<file path="config.mk">
export PLATFORM = sky130hd
export DESIGN_NAME = piece_drop_engine
export DESIGN_NICKNAME = d
export VERILOG_FILES = /design/src/rtl/piece_drop_engine_pkg.sv /design/src/rtl/piece_drop_engine_collision.sv /design/src/rtl/piece_drop_engine.sv
export SDC_FILE = /design/constraint.sdc
export NUM_CORES = 1
export LEC_CHECK = 0
export BUFFER_PORTS_ARGS = -buffer_cell sky130_fd_sc_hd__buf_2
export CORE_MARGIN = 8
export CORE_UTILIZATION = 40
export DETAILED_ROUTE_END_ITERATION = 6
export MAX_ROUTING_LAYER = met4
export SLEW_MARGIN = 20
export SYNTH_ARGS = -nofsm -noshare
export SYNTH_HDL_FRONTEND = slang
export SYNTH_HIERARCHICAL = 1
export SYNTH_SLANG_ARGS = --single-unit
</file>
<file path="constraint.sdc">
create_clock -name in_clka -period 5.7 [get_ports in_clka]
set_input_delay 0.57 -clock in_clka [delete_from_list [all_inputs] [get_ports in_clka]]
set_output_delay 0.57 -clock in_clka [all_outputs]
set_load 0.02 [all_outputs]
</file>
<file path="src/rtl/piece_drop_engine_pkg.sv">
// Shared definitions for the piece drop engine and the main game FSM:
// game/engine state encodings, playfield defaults and field widths.
package piece_drop_engine_pkg;

  localparam int COLS_DEFAULT       = 10;
  localparam int ROWS_DEFAULT       = 16;
  localparam int GRAV_TICKS_DEFAULT = 8;

  localparam int COL_W = 4;
  localparam int ROW_W = 4;
  localparam int HGT_W = 5;
  localparam int LEN_W = 3;

  typedef enum logic [2:0] {
    FSM_IDLE  = 3'd0,
    FSM_SPAWN = 3'd1,
    FSM_FALL  = 3'd2,
    FSM_PLACE = 3'd3,
    FSM_OVER  = 3'd4
  } game_fsm_e;

  typedef enum logic [2:0] {
    E_IDLE  = 3'd0,
    E_SPAWN = 3'd1,
    E_FALL  = 3'd2,
    E_LOCK  = 3'd3,
    E_OVER  = 3'd4
  } engine_state_e;

  // Out-of-range lengths are pinned to the nearest legal piece size.
  function automatic logic [LEN_W-1:0] clamp_len(input logic [LEN_W-1:0] len);
    if (len == '0) return LEN_W'(1);
    if (len > LEN_W'(4)) return LEN_W'(4);
    return len;
  endfunction

endpackage

</file>
<file path="src/rtl/piece_drop_engine_collision.sv">
// Combinational collision logic: sideways-move legality, gravity legality,
// landing row of the current column and spawn collision.
module drop_collision_check
  import piece_drop_engine_pkg::*;
#(
  parameter int COLS = COLS_DEFAULT,
  parameter int ROWS = ROWS_DEFAULT
) (
  input  logic [COLS*HGT_W-1:0] heights_i,
  input  logic [COL_W-1:0]      piece_col_i,
  input  logic [ROW_W-1:0]      piece_row_i,
  input  logic [LEN_W-1:0]      spawn_len_i,
  output logic                  left_ok_o,
  output logic                  right_ok_o,
  output logic                  fall_ok_o,
  output logic                  spawn_collide_o,
  output logic [ROW_W-1:0]      land_row_o
);

  localparam logic [COL_W-1:0] LAST_COL = COL_W'(COLS - 1);
  localparam logic [COL_W-1:0] MID_COL  = COL_W'(COLS / 2);
  localparam logic [HGT_W-1:0] ROWS_H   = HGT_W'(ROWS);

  logic [HGT_W-1:0] col_h [COLS];
  logic [COL_W-1:0] left_idx;
  logic [COL_W-1:0] right_idx;
  logic [HGT_W-1:0] row_h;
  logic [HGT_W-1:0] cur_h;

  genvar gi;
  generate
    for (gi = 0; gi < COLS; gi++) begin : g_unpack
      assign col_h[gi] = heights_i[gi*HGT_W +: HGT_W];
    end
  endgenerate

  always_comb begin
    // Neighbour indices are clamped so the lookup stays in range at the walls.
    left_idx        = (piece_col_i == '0) ? piece_col_i : piece_col_i - 1'b1;
    right_idx       = (piece_col_i == LAST_COL) ? piece_col_i : piece_col_i + 1'b1;
    row_h           = {1'b0, piece_row_i};
    cur_h           = col_h[piece_col_i];
    left_ok_o       = (piece_col_i != '0) && (col_h[left_idx] <= row_h);
    right_ok_o      = (piece_col_i < LAST_COL) && (col_h[right_idx] <= row_h);
    fall_ok_o       = row_h > cur_h;
    land_row_o      = cur_h[ROW_W-1:0];
    spawn_collide_o = col_h[MID_COL] > (ROWS_H - HGT_W'(spawn_len_i));
  end

endmodule

</file>
<file path="src/rtl/piece_drop_engine.sv">
// Piece drop engine: spawns a vertical piece, applies gravity and moves,
// locks it onto the per-column height map and reports placement/game over.
module piece_drop_engine
  import piece_drop_engine_pkg::*;
#(
  parameter int COLS       = COLS_DEFAULT,
  parameter int ROWS       = ROWS_DEFAULT,
  parameter int GRAV_TICKS = GRAV_TICKS_DEFAULT
) (
  input  logic       in_clka,
  input  logic       restart_n,
  input  logic [2:0] fsm_state,
  input  logic       move_left,
  input  logic       move_right,
  input  logic       hard_drop,
  input  logic [2:0] piece_len,
  output logic [3:0] piece_row,
  output logic [3:0] piece_col,
  output logic       placed,
  output logic       game_over
);

  localparam int               CNT_W     = (GRAV_TICKS > 1) ? $clog2(GRAV_TICKS) : 1;
  localparam logic [CNT_W-1:0] LAST_TICK = CNT_W'(GRAV_TICKS - 1);
  localparam logic [COL_W-1:0] MID_COL   = COL_W'(COLS / 2);
  localparam logic [HGT_W-1:0] ROWS_H    = HGT_W'(ROWS);

  engine_state_e          state_q, state_d;
  logic [ROW_W-1:0]       row_q, row_d;
  logic [COL_W-1:0]       col_q, col_d;
  logic [LEN_W-1:0]       len_q, len_d;
  logic [CNT_W-1:0]       cnt_q, cnt_d;
  logic                   go_q, go_d;
  logic                   clear_heights;
  logic                   lock_we;
  logic                   grav_tick;
  logic [LEN_W-1:0]       spawn_len;
  logic [HGT_W-1:0]       lock_height;
  logic [COLS*HGT_W-1:0]  heights_flat;
  logic                   left_ok, right_ok, fall_ok, spawn_collide;
  logic [ROW_W-1:0]       land_row;

  assign spawn_len   = clamp_len(piece_len);
  assign lock_height = {1'b0, row_q} + HGT_W'(len_q);
  assign grav_tick   = (cnt_q == LAST_TICK);

  drop_collision_check #(
    .COLS (COLS),
    .ROWS (ROWS)
  ) u_check (
    .heights_i       (heights_flat),
    .piece_col_i     (col_q),
    .piece_row_i     (row_q),
    .spawn_len_i     (spawn_len),
    .left_ok_o       (left_ok),
    .right_ok_o      (right_ok),
    .fall_ok_o       (fall_ok),
    .spawn_collide_o (spawn_collide),
    .land_row_o      (land_row)
  );

  always_comb begin
    state_d       = state_q;
    row_d         = row_q;
    col_d         = col_q;
    len_d         = len_q;
    cnt_d         = cnt_q;
    go_d          = go_q;
    clear_heights = 1'b0;
    lock_we       = 1'b0;

    case (state_q)
      E_IDLE: begin
        if (fsm_state == FSM_IDLE) begin
          clear_heights = 1'b1;
          go_d          = 1'b0;
        end else if (fsm_state == FSM_SPAWN) begin
          state_d = E_SPAWN;
        end
      end
      E_SPAWN: begin
        len_d = spawn_len;
        col_d = MID_COL;
        row_d = ROW_W'(ROWS_H - HGT_W'(spawn_len));
        cnt_d = '0;
        if (spawn_collide) begin
          state_d = E_OVER;
          go_d    = 1'b1;
        end else begin
          state_d = E_FALL;
        end
      end
      E_FALL: begin
        if (fsm_state == FSM_FALL) begin
          cnt_d = grav_tick ? '0 : cnt_q + 1'b1;
          // Gravity owns the tick cycle; moves are only honoured in between.
          if (grav_tick) begin
            if (fall_ok) row_d = row_q - 1'b1;
            else         state_d = E_LOCK;
          end else if (hard_drop) begin
            row_d   = land_row;
            state_d = E_LOCK;
          end else if (move_left && !move_right && left_ok) begin
            col_d = col_q - 1'b1;
          end else if (move_right && !move_left && right_ok) begin
            col_d = col_q + 1'b1;
          end
        end
      end
      E_LOCK: begin
        lock_we = 1'b1;
        state_d = E_IDLE;
      end
      E_OVER: begin
        go_d = 1'b1;
      end
      default: begin
        state_d = E_IDLE;
      end
    endcase

    if (fsm_state == FSM_IDLE) state_d = E_IDLE;
  end

  always_ff @(posedge in_clka or negedge restart_n) begin
    if (!restart_n) begin
      state_q <= E_IDLE;
      row_q   <= '0;
      col_q   <= '0;
      len_q   <= '0;
      cnt_q   <= '0;
      go_q    <= 1'b0;
    end else begin
      state_q <= state_d;
      row_q   <= row_d;
      col_q   <= col_d;
      len_q   <= len_d;
      cnt_q   <= cnt_d;
      go_q    <= go_d;
    end
  end

  genvar gi;
  generate
    for (gi = 0; gi < COLS; gi++) begin : g_col
      logic [HGT_W-1:0] height_q;
      always_ff @(posedge in_clka or negedge restart_n) begin
        if (!restart_n)                                  height_q <= '0;
        else if (clear_heights)                          height_q <= '0;
        else if (lock_we && (col_q == COL_W'(gi)))       height_q <= lock_height;
      end
      assign heights_flat[gi*HGT_W +: HGT_W] = height_q;
    end
  endgenerate

  assign piece_row = row_q;
  assign piece_col = col_q;
  assign placed    = (state_q == E_LOCK);
  assign game_over = go_q;

endmodule
</file>
# Word-level counts from Yosys, hierarchy flattened

Index checks and enable logic that the tools add are counted.

Bitwise operators: 3
Equal/unequal tests: 29
Reduce and logical (&&, ||, !) cells: 40
Multiplexer cells: 66
Add/sub/neg operators: 6
Order comparisons: 9

Operators by type and width:

| operator                                                            | number |
|---|---|
| 5-bit 2-to-1 mux                                                    | 26 |
| 5-bit binary-select mux with 4-bit select                           | 3 |
| 4-bit 2-to-1 mux                                                    | 11 |
| 3-bit 2-to-1 mux                                                    | 13 |
| 2-bit nonzero test                                                  | 11 |
| 4-bit by 3-bit == test with 1-bit output (second input constant)    | 4 |
| 1-bit logical AND                                                   | 16 |
| 4-bit one-hot mux with 2 select lines                               | 2 |
| 5-bit >= comparator (second input constant)                         | 3 |
| 3-bit != test (second input constant)                               | 5 |
| 4-bit inverter with 5-bit output                                    | 3 |
| 2-bit != test (second input constant)                               | 6 |
| 3-bit one-hot mux with 4 select lines                               | 1 |
| 5-bit by 4-bit less-or-equal comparator with 1-bit output           | 2 |
| 5-bit AND reduction                                                 | 2 |
| 3-bit by 2-bit == test with 1-bit output (second input constant)    | 3 |
| 3-bit zero test                                                     | 3 |
| 4-bit by 2-bit == test with 1-bit output (second input constant)    | 2 |
| 4-bit == test (second input constant)                               | 2 |
| 1-bit 2-to-1 mux                                                    | 8 |
| 4-bit != test (second input constant)                               | 2 |
| 4-bit by 1-bit subtractor with 4-bit output (second input constant) | 2 |
| 3-bit by 1-bit == test with 1-bit output (second input constant)    | 2 |
| 3-bit == test (second input constant)                               | 2 |
| 18 further kinds                                                    | 19 |

Logic and storage cells: 169
Flip-flop bits (word level): 68
Output and inout port bits: 10
Input port bits: 11

# Longest topological paths before layout

Gate-level depths: netlist of run 1.

Depth in word-level cells: 15
Depth in mapped cells: 21
Mapped depth without buffers: 17

# Modules after synthesis

Netlist of run 1, hierarchy kept.

By module, submodules not included:

| module               | area each (um^2) | times used | cells an instance | sequential area each (um^2) |
|---|---|---|---|---|
| piece_drop_engine    | 3676.0           | 1          | 336               | 1701.6 |
| drop_collision_check | 2504.9           | 1          | 308               | 0.0 |

# Worst setup path before layout of run 1

Ideal clock, no wire load.

Kind: flip-flop to flip-flop
Start: register col_q[1] (netlist: piece_col[1])
End: register col_q[3] (netlist: piece_col[3])
Data required time: 5621 ps
Cell stages (with the launch flop): 21
Setup time: 79 ps
Arrival: 4577 ps
Slack: 1044 ps
Period minus slack after synthesis: 4656 ps
Path buffers: 4
Path through: dfrtp_1 -> buf_4 -> buf_2 -> inv_1 -> ha_1 -> buf_2 -> buf_2 -> mux2i_1 -> mux4_2 -> o22a_1 -> o21ai_0 -> ha_1 -> o21ai_0 -> a21oi_1 -> o21ai_0 -> nand2_1 -> o211ai_2 -> nand3b_4 -> or4_1 -> a211oi_2 -> mux2i_1

Cells in the longest elaborated chain, start to end: 14
Elaborated cells on any way between the ends: 30
Classes of those cells: add/sub (2); order compare (3); eq/ne (2); mux (14); bitwise (2); reduce/logical (7)

RTL lines:

| item                                                                           | line                              | RTL |
|---|---|---|
| start: declaration                                                             | piece_drop_engine.sv:30           | `logic [COL_W-1:0] col_q, col_d;` |
| start signal: assignment                                                       | piece_drop_engine.sv:136          | `col_q <= col_d;` |
| 4-bit by 1-bit subtractor with 4-bit output or 4-bit zero test (tied branches) | piece_drop_engine_collision.sv:39 | `left_idx = (piece_col_i == '0) ? piece_col_i : piece_col_i - 1'b1;` |
| 4-bit 2-to-1 mux                                                               | piece_drop_engine_collision.sv:39 |  |
| 4-bit inverter with 5-bit output (implied by the code)                         | piece_drop_engine_collision.sv:43 | `left_ok_o = (piece_col_i != '0) && (col_h[left_idx] <= row_h);` |
| 5-bit binary-select mux with 4-bit select                                      | piece_drop_engine_collision.sv:43 |  |
| 5-bit 2-to-1 mux (implied by the code) (2 in a row)                            | piece_drop_engine_collision.sv:43 |  |
| 5-bit by 4-bit less-or-equal comparator with 1-bit output                      | piece_drop_engine_collision.sv:43 |  |
| 1-bit logical AND (*)                                                          | piece_drop_engine_collision.sv:43 |  |
| net left_ok                                                                    | piece_drop_engine.sv:40           | `logic left_ok, right_ok, fall_ok, spawn_collide;` |
| 1-bit logical AND (*)                                                          | piece_drop_engine.sv:103          | `end else if (move_left && !move_right && left_ok) begin` |
| 4-bit 2-to-1 mux                                                               | piece_drop_engine.sv:103          |  |
| 4-bit 2-to-1 mux                                                               | piece_drop_engine.sv:100          | `end else if (hard_drop) begin` |
| 4-bit 2-to-1 mux                                                               | piece_drop_engine.sv:97           | `if (grav_tick) begin` |
| 4-bit 2-to-1 mux                                                               | piece_drop_engine.sv:94           | `if (fsm_state == FSM_FALL) begin` |
| 4-bit one-hot mux with 2 select lines                                          | piece_drop_engine.sv:72           | `case (state_q)` |

The timed path passes the listed nets; every way through them passes the cells marked *. The select of a mux whose other input is x is not followed.
A chain may end at the register's enable or synchronous reset.

# Worst setup path in the final report of run 1

Same ends and word-level chain as after synthesis.

==> flow_summary_export.csv, run 1 <==
group,metric,value,unit
grt,grt_pass1_wl,27.5,mm
placed_design,hpwl,12.3,mm
pwr,vdd_ir_drop_max,207,uV
final_layout,final_nets,687,
synth,netlist.area_leader.share,27.5,%
die,rows,45,
synth,netlist_area,6180,um2
worst_setup_path,start_kind,"flop",
worst_setup_path,slowest_delay,1030,ps
timing,period_minus_slack,4650,ps
route,drc,0,
grt,first_global_vias,4768,
timing,hold_ws,436,ps
die,die_w,140,um
synth,syn_area_per_cell,9.60,um2
clock_network,tritoncts,"yes",
route,via_count,5033,
clock_network,clkTransAtPathRegs,60,ps
die,die_y,140,um
synth,synth_edf_count,0,
route,wire_per_inst,20.6,um
synth,ys.flop_type,"dfrtp_1",
clock_network,ctsResizeCount,0,
timing,finalSetupViolCount,0,
grt,grt_max_degree,69,
timing,fin_crit_sh,81.6,%
clock_network,post-cts-setup-buffers,0,
final_layout,layout_common_cells,"102 x mux2i_1, 66 x dfrtp_1, 57 x nor2_1",
timing,final.setup.tns,0,ps
timing,drv_slew,0,
synth,synth_area_leaders,"dfrtp_1 28%, mux2i_1 17%, ha_1 7.1%, mux4_2 5.8%, nor2_1 3.5%",
synth,synthDistinctLibCells,76,
timing,hold_viol_final,0,
grt,antenna_found_initial,0,
worst_setup_path,slowest_stage,"ha_2",
timing,rsz0062_at_grt,"no",
route,drt_iter0_markers,393,
synth,synth-seq-cells,68,
final_layout,final_common_cell,"mux2i_1",
timing,worstMarginPinSlew,1060,ps
clock_network,htreeDepth,3,
synth,synth_top_area_cell,"dfrtp_1",
min_path,hold_path_class,"input port to asynchronous set/reset pin",
clock_network,clockBufferDepth,2,
synth,seq_area_frac_synth,27.5,%
clock_network,cts-buffers-inserted,9,
route,wirelength,17.2,mm
worst_setup_path,endpoint_kind,"flop",
final_layout,postLayoutCellArea,6630,um2
worst_setup_path,cp_max_fo,43,
final_layout,n_antenna_cell,0,
placed_design,globalplace.congestion,0.935,
worst_setup_path,crit_required,5980,ps
worst_setup_path,cp_cell_sequence,"inv_1 -> ha_2 -> mux2i_1 -> mux4_2 -> o22a_1 -> o21ai_0 -> ha_1 -> o21ai_0 -> a21oi_1 -> o21ai_0 -> nand2_1 -> o211ai_2 -> nand3b_4 -> or4_1 -> a211oi_2 -> mux2i_1",
timing,max-slew-margin-rel,29.3,%
pwr,p_leak,3.24,nW
grt,grt-ovfl-total,0,
clock_network,ctsHoldBuffers,0,
route,ant_nets,0,
placed_design,place_area,6330,um2
pwr,powerDensity,451,nW/um2
worst_setup_path,arrival,4940,ps
pwr,power,0.00299,W
worst_setup_path,cpMostUsedCell,"o21ai_0",
final_layout,utilization,43.8,%
final_layout,area_growth,7.29,%
die,core-area,15100,um2
synth,ys_warn_count,6,
grt,grt.total_usage,18.5,%
timing,fmax,0.215,GHz
route,viasPerCell,6.04,
synth,async_flop_share,100,%
final_layout,drive_above_1_share,16.3,%
die,dieArea,19700,um2
die,initial_core_util,40.8,%
die,io_pins,21,
outcome,status,"finished, final reports clean",
synth,syn_inst,644,
placed_design,portBuffers,20,
timing,finClkSkew,8.93,ps
route,dr.pass1.iters,6,
worst_setup_path,crit_type,"flop to flop",
clock_network,cts_sinks,68,
run,cap_violations,0,
clock_network,clockRootBuffer,"clkbuf_16",
clock_network,clk_latency,350,ps
synth,synth_nets,691,
==> critical path, delay by kind of cell (launching register included) <==
family / cells / cell delay [ps]
fa+ha+maj: 2 / 1300
compound gates: 7 / 1240
mux: 3 / 890
simple gates: 3 / 690
flops: 1 / 350
buf+inv: 1 / 80
==> synthesized netlist by cell type (3+ instances only) <==
library cell    n
dfrtp_1        68
o31ai_1         3
xor2_1          3
ha_1           35
a21oi_2         6
a21oi_1        20
a211o_1         4
buf_2          19
nand4_1         6
nor3_1         17
mux4_2         16
mux2i_1       102
buf_6           7
nand3_2         5
o21ai_1        10
o22a_1          7
nand2_1        44
buf_4           5
nand3b_4        5
a211oi_1        4
or3_1           3
a21o_1          4
inv_1          29
mux2_2          7
xnor2_1         4
nand3_1        19
clkbuf_1       11
nand3b_1       14
nor2b_1         4
o221ai_1        4
o21ai_0        33
a31oi_1         4
nor2_1         57
and4bb_1        3
nand2b_1       10
==> metal layers <==
layer  global-route usage, %  routed length, um  up-vias
li1                        -                  -     2374
met1                    24.2               7980     2505
met3                    3.06                835       32
met4                    10.1                669        0
met5                       -                  0        -
met2                    27.0               7710      122
==> sequential cells by signal, indices dropped and copies added (netlist names) <==
name,flops
g_col.height_q,50
piece_col,4
piece_row,4
cnt_q,3
len_q,3
state_q,3
game_over,1
==> power by group <==
group          total [W]  leakage (nW)  switching [W]  internal (W)
registers       0.000761         0.911       0.000177      0.000584
logic            0.00166          2.18        0.00101      0.000647
clock network   0.000574         0.144       0.000225      0.000349
total            0.00299          3.24        0.00141       0.00158
==> final cells by class <==
cell class              count  area (um2)
clock buffers              10         239
clock inverters             6        63.8
fillers                  1449        8510
inverters                  29         109
multi-input cells         502        4110
flip-flops and latches     68        1700
well taps                 188         235
repair buffers             30         175
==> worst paths after layout <==
path / start / end / slack [ps] / cells past startpoint
max: piece_col[1]$_DFFE_PN0P_ / piece_col[3]$_DFFE_PN0P_ / 1050 / 16
min: restart_n / state_q[2]$_DFFE_PN0P_ / 440 / 2
max reg2reg: piece_col[1]$_DFFE_PN0P_ / piece_col[3]$_DFFE_PN0P_ / 1050 / 16
min reg2reg: len_q[2]$_DFFE_PN0N_ / len_q[2]$_DFFE_PN0N_ / 490 / 2
max in group asynchronous: restart_n / piece_col[1]$_DFFE_PN0P_ / 4640 / 2
min in group in_clka: len_q[2]$_DFFE_PN0N_ / len_q[2]$_DFFE_PN0N_ / 490 / 2
==> stage by stage <==
step / std cells / setup slack, ps
finish: 833 / 1050
global route: 833 / 745
CTS: 833 / 1020
detailed placement: 817 / 1050
global placement: 817 / 1160
floorplan: 644 / 1040
==> cell families after synthesis <==
family / synth area share, %
DFF: 27.5
and+or+nand+nor: 20.1
buffers and inverters: 6.21
AOI/OAI and AO/OA: 13.7
adders and majority gates: 7.41
xor gates and xnor gates: 1.26
muxes: 23.8
No activity file was read; power rests on OpenSTA's default activity.
==> inputs of run 2 (changes only) <==
--- a/config.mk
+++ b/config.mk
@@ -5,6 +5,7 @@
 export SDC_FILE = /design/constraint.sdc
 export NUM_CORES = 1
 export LEC_CHECK = 0
+export ABC_AREA = 1
 export BUFFER_PORTS_ARGS = -buffer_cell sky130_fd_sc_hd__buf_2
 export CORE_MARGIN = 8
 export CORE_UTILIZATION = 40
==> constraint.sdc (replaced) <==
create_clock -name in_clka -period 3.9 [get_ports in_clka]
set_input_delay 0.39 -clock in_clka [delete_from_list [all_inputs] [get_ports in_clka]]
set_output_delay 0.39 -clock in_clka [all_outputs]
set_load 0.02 [all_outputs]
==> run 2 against run 1 <==
Compared with the run above:
- critical endpoint is now piece_col[1]$_DFFE_PN0P_
- sequential share of layout area rose by 1.6 points
- flip-flop and latch count stayed put
- clock-buffer cell count unchanged
- synthesized cell count increased by 25%
- register-to-register slack worse by 630 ps
- clock skew down 3.3 ps
- setup slack worse by 630 ps
- critical path depth is 7 higher
- highest routed layer unchanged
- fmax grew 34%
- via count rose by 7.5%
- non-clock buffer count up 2
- worst hold slack got worse by 370 ps
- critical path type unchanged
==> flow_summary_export.csv, run 2 <==
group,metric,value,unit
synth,netlist.area_leader.share,29.8,%
clock_network,tritoncts,"yes",
synth,synth_top_area_cell,"dfrtp_1",
synth,ys_top_cells_by_count,"258 x nand2_1, 75 x inv_1, 68 x dfrtp_1",
clock_network,clk_latency,340,ps
worst_setup_path,crit_type,"flop to flop",
clock_network,ctsResizeCount,0,
clock_network,htreeDepth,3,
synth,ys_warn_count,6,
synth,yosysMostFrequentCell,"nand2_1",
die,initial_core_util,41.1,%
route,dr.pass1.iters,5,
clock_network,ctsHoldBuffers,0,
grt,antenna_found_initial,0,
min_path,hold_path_class,"input port to asynchronous set/reset pin",
synth,seq_area_frac_synth,29.8,%
final_layout,largest_register_ffs,50,
timing,hold_viol_final,0,
timing,period_minus_slack,3480,ps
worst_setup_path,endpoint_kind,"flop",
timing,drv_slew,0,
die,rows,43,
route,ant_nets,0,
clock_network,cts_sinks,68,
synth,synth-adder-area-share,8.03,%
outcome,status,"finished, final reports clean",
route,wire_per_inst,17.4,um
die,core-area,13900,um2
worst_setup_path,cp_max_fo,44,
synth,muxShareOfSynthArea,0,%
die,dieArea,18300,um2
clock_network,clockBufferDepth,2,
final_layout,final_common_cell,"nand2_1",
worst_setup_path,start_kind,"flop",
timing,final.setup.tns,0,ps
synth,synth_area_leaders,"dfrtp_1 30%, nand2_1 17%, ha_1 7.7%, nand3_1 5.3%, inv_1 4.9%",
synth,synthDistinctLibCells,43,
timing,fmax,0.287,GHz
timing,fin_crit_sh,89.2,%
synth,ys.flop_type,"dfrtp_1",
synth,yosys.area_share.xor_xnor,0.768,%
timing,max-slew-margin-rel,54.6,%
synth,synth_edf_count,0,
clock_network,clockRootBuffer,"clkbuf_16",
clock_network,clkTransAtPathRegs,60,ps
grt,grt.total_usage,20.5,%
synth,synth-compound-area-share,16.6,%
route,drc,0,
worst_setup_path,arrival,3690,ps
timing,worstMarginPinSlew,679,ps
worst_setup_path,crit_required,4110,ps
die,die_w,135,um
grt,first_global_vias,5141,
final_layout,fillers,1481,
run,cap_violations,0,
grt,grt-ovfl-total,0,
route,wirelength,17.5,mm
die,die_y,135,um
timing,rsz0062_at_grt,"no",
synth,syn_area_per_cell,7.07,um2
synth,synth-seq-cells,68,
final_layout,final_nets,869,
grt,grt_pass1_wl,28.5,mm
final_layout,seqCellArea,1700,um2
clock_network,cts-buffers-inserted,9,
clock_network,post-cts-setup-buffers,0,
final_layout,drive_above_1_share,13.2,%
final_layout,area_growth,9.28,%
route,via_count,5409,
grt,grt_max_degree,45,
final_layout,layout_common_cells,"257 x nand2_1, 75 x inv_1, 68 x dfrtp_1",
synth,syn_inst,807,
timing,finalSetupViolCount,0,
route,viasPerCell,5.38,
placed_design,hpwl,13.2,mm
final_layout,multiInputGateArea,3480,um2
synth,async_flop_share,100,%
synth,synth_nets,854,
synth,netlist_area,5700,um2
synth,synth_top_family_by_area,"simple AND/OR/NAND/NOR gates",
final_layout,n_antenna_cell,0,
worst_setup_path,regToRegSetupSlack,420,ps
die,io_pins,21,
placed_design,globalplace.congestion,0.974,
synth,synth-simple-area-share,35.3,%
timing,finClkSkew,5.66,ps
placed_design,portBuffers,20,
final_layout,regMostFlops,"g_col.height_q",
route,drt_iter0_markers,506,
## run 2: cell types whose count changed after synthesis, sizes merged, moves of 8 or more
cell and change:
nand2b -10, mux2 -8, inv +55, nand3 +37, o21ai +46, nand2 +225, mux2i -102, buf -10
mux4 -16, nand3b -16, o211ai +25
## run 2: final timing paths
kind | from | to | depth (start not counted)
min in group in_clka | piece_len[2] | len_q[2]$_DFFE_PN0N_ | 3
setup reg to reg | piece_col[0]$_DFFE_PN0P_ | piece_col[1]$_DFFE_PN0P_ | 23
setup / recovery | piece_col[0]$_DFFE_PN0P_ | piece_col[1]$_DFFE_PN0P_ | 23
max in group asynchronous | restart_n | g_col[7].height_q[2]$_DFFE_PN0P_ | 2
hold / removal | restart_n | g_col[9].height_q[2]$_DFFE_PN0P_ | 1
hold reg to reg | g_col[3].height_q[0]$_DFFE_PN0P_ | g_col[3].height_q[0]$_DFFE_PN0P_ | 2
## run 2: cells by family after synthesis
kind of cell	count (synthesis)
compound gates	163
xor+xnor	5
fa+ha+maj	36
buf+inv	112
flops	68
simple gates	423
## run 2: cell type report
type	instances	share of cell area, %
flip-flops and latches	68	27.3
well taps	180	3.61
clock inverters	5	1.24
clock buffers	10	3.67
repair buffers	32	3.25
multi-input cells	627	55.8
inverters	84	5.14
## run 2: critical path: stages, from the launching register on
cell and delay (ps):
dfrtp_1 400, buf_12 240, ha_2 260, nand3_2 130, nand2_1 190, nand2_4 190, nand2_1 100, nand3_1 60
o21ai_0 290, nand2_1 100, nand3_1 90, ha_1 240, nand2_1 60, o21ai_0 90, a21oi_1 130, nand2_1 100
inv_1 80, nand3b_1 80, nand2_1 70, nand2_1 50, nand2_1 60, nand2_1 150, nand2_1 100, o21ai_0 80
## run 2: per-layer routing
metal / up-vias / share of wire (%) / track usage (%)
li1: 2700 / - / -
met1: 2506 / 47 / 27.0
met2: 173 / 44 / 29.8
met3: 30 / 5.3 / 3.97
met4: 0 / 3.3 / 9.44
met5: - / 0 / -
## run 2: per-stage QoR
stage	worst slack, ps	util, %	instances	instance area, um2	hold WS, ps
2_1_floorplan	386	-	807	5700	94.4
3_3_place_gp	189	42.5	991	5890	443
3_5_place_dp	204	42.5	991	5890	448
4_1_cts	176	44.7	1006	6200	74.6
5_1_grt	25.7	44.9	1006	6230	102
6_report	421	44.9	1006	6230	61.9
Power of run 2 is left out: the tool's default activity adds up to more than one toggle a clock period on the data nets, which glitch-free logic cannot reach.
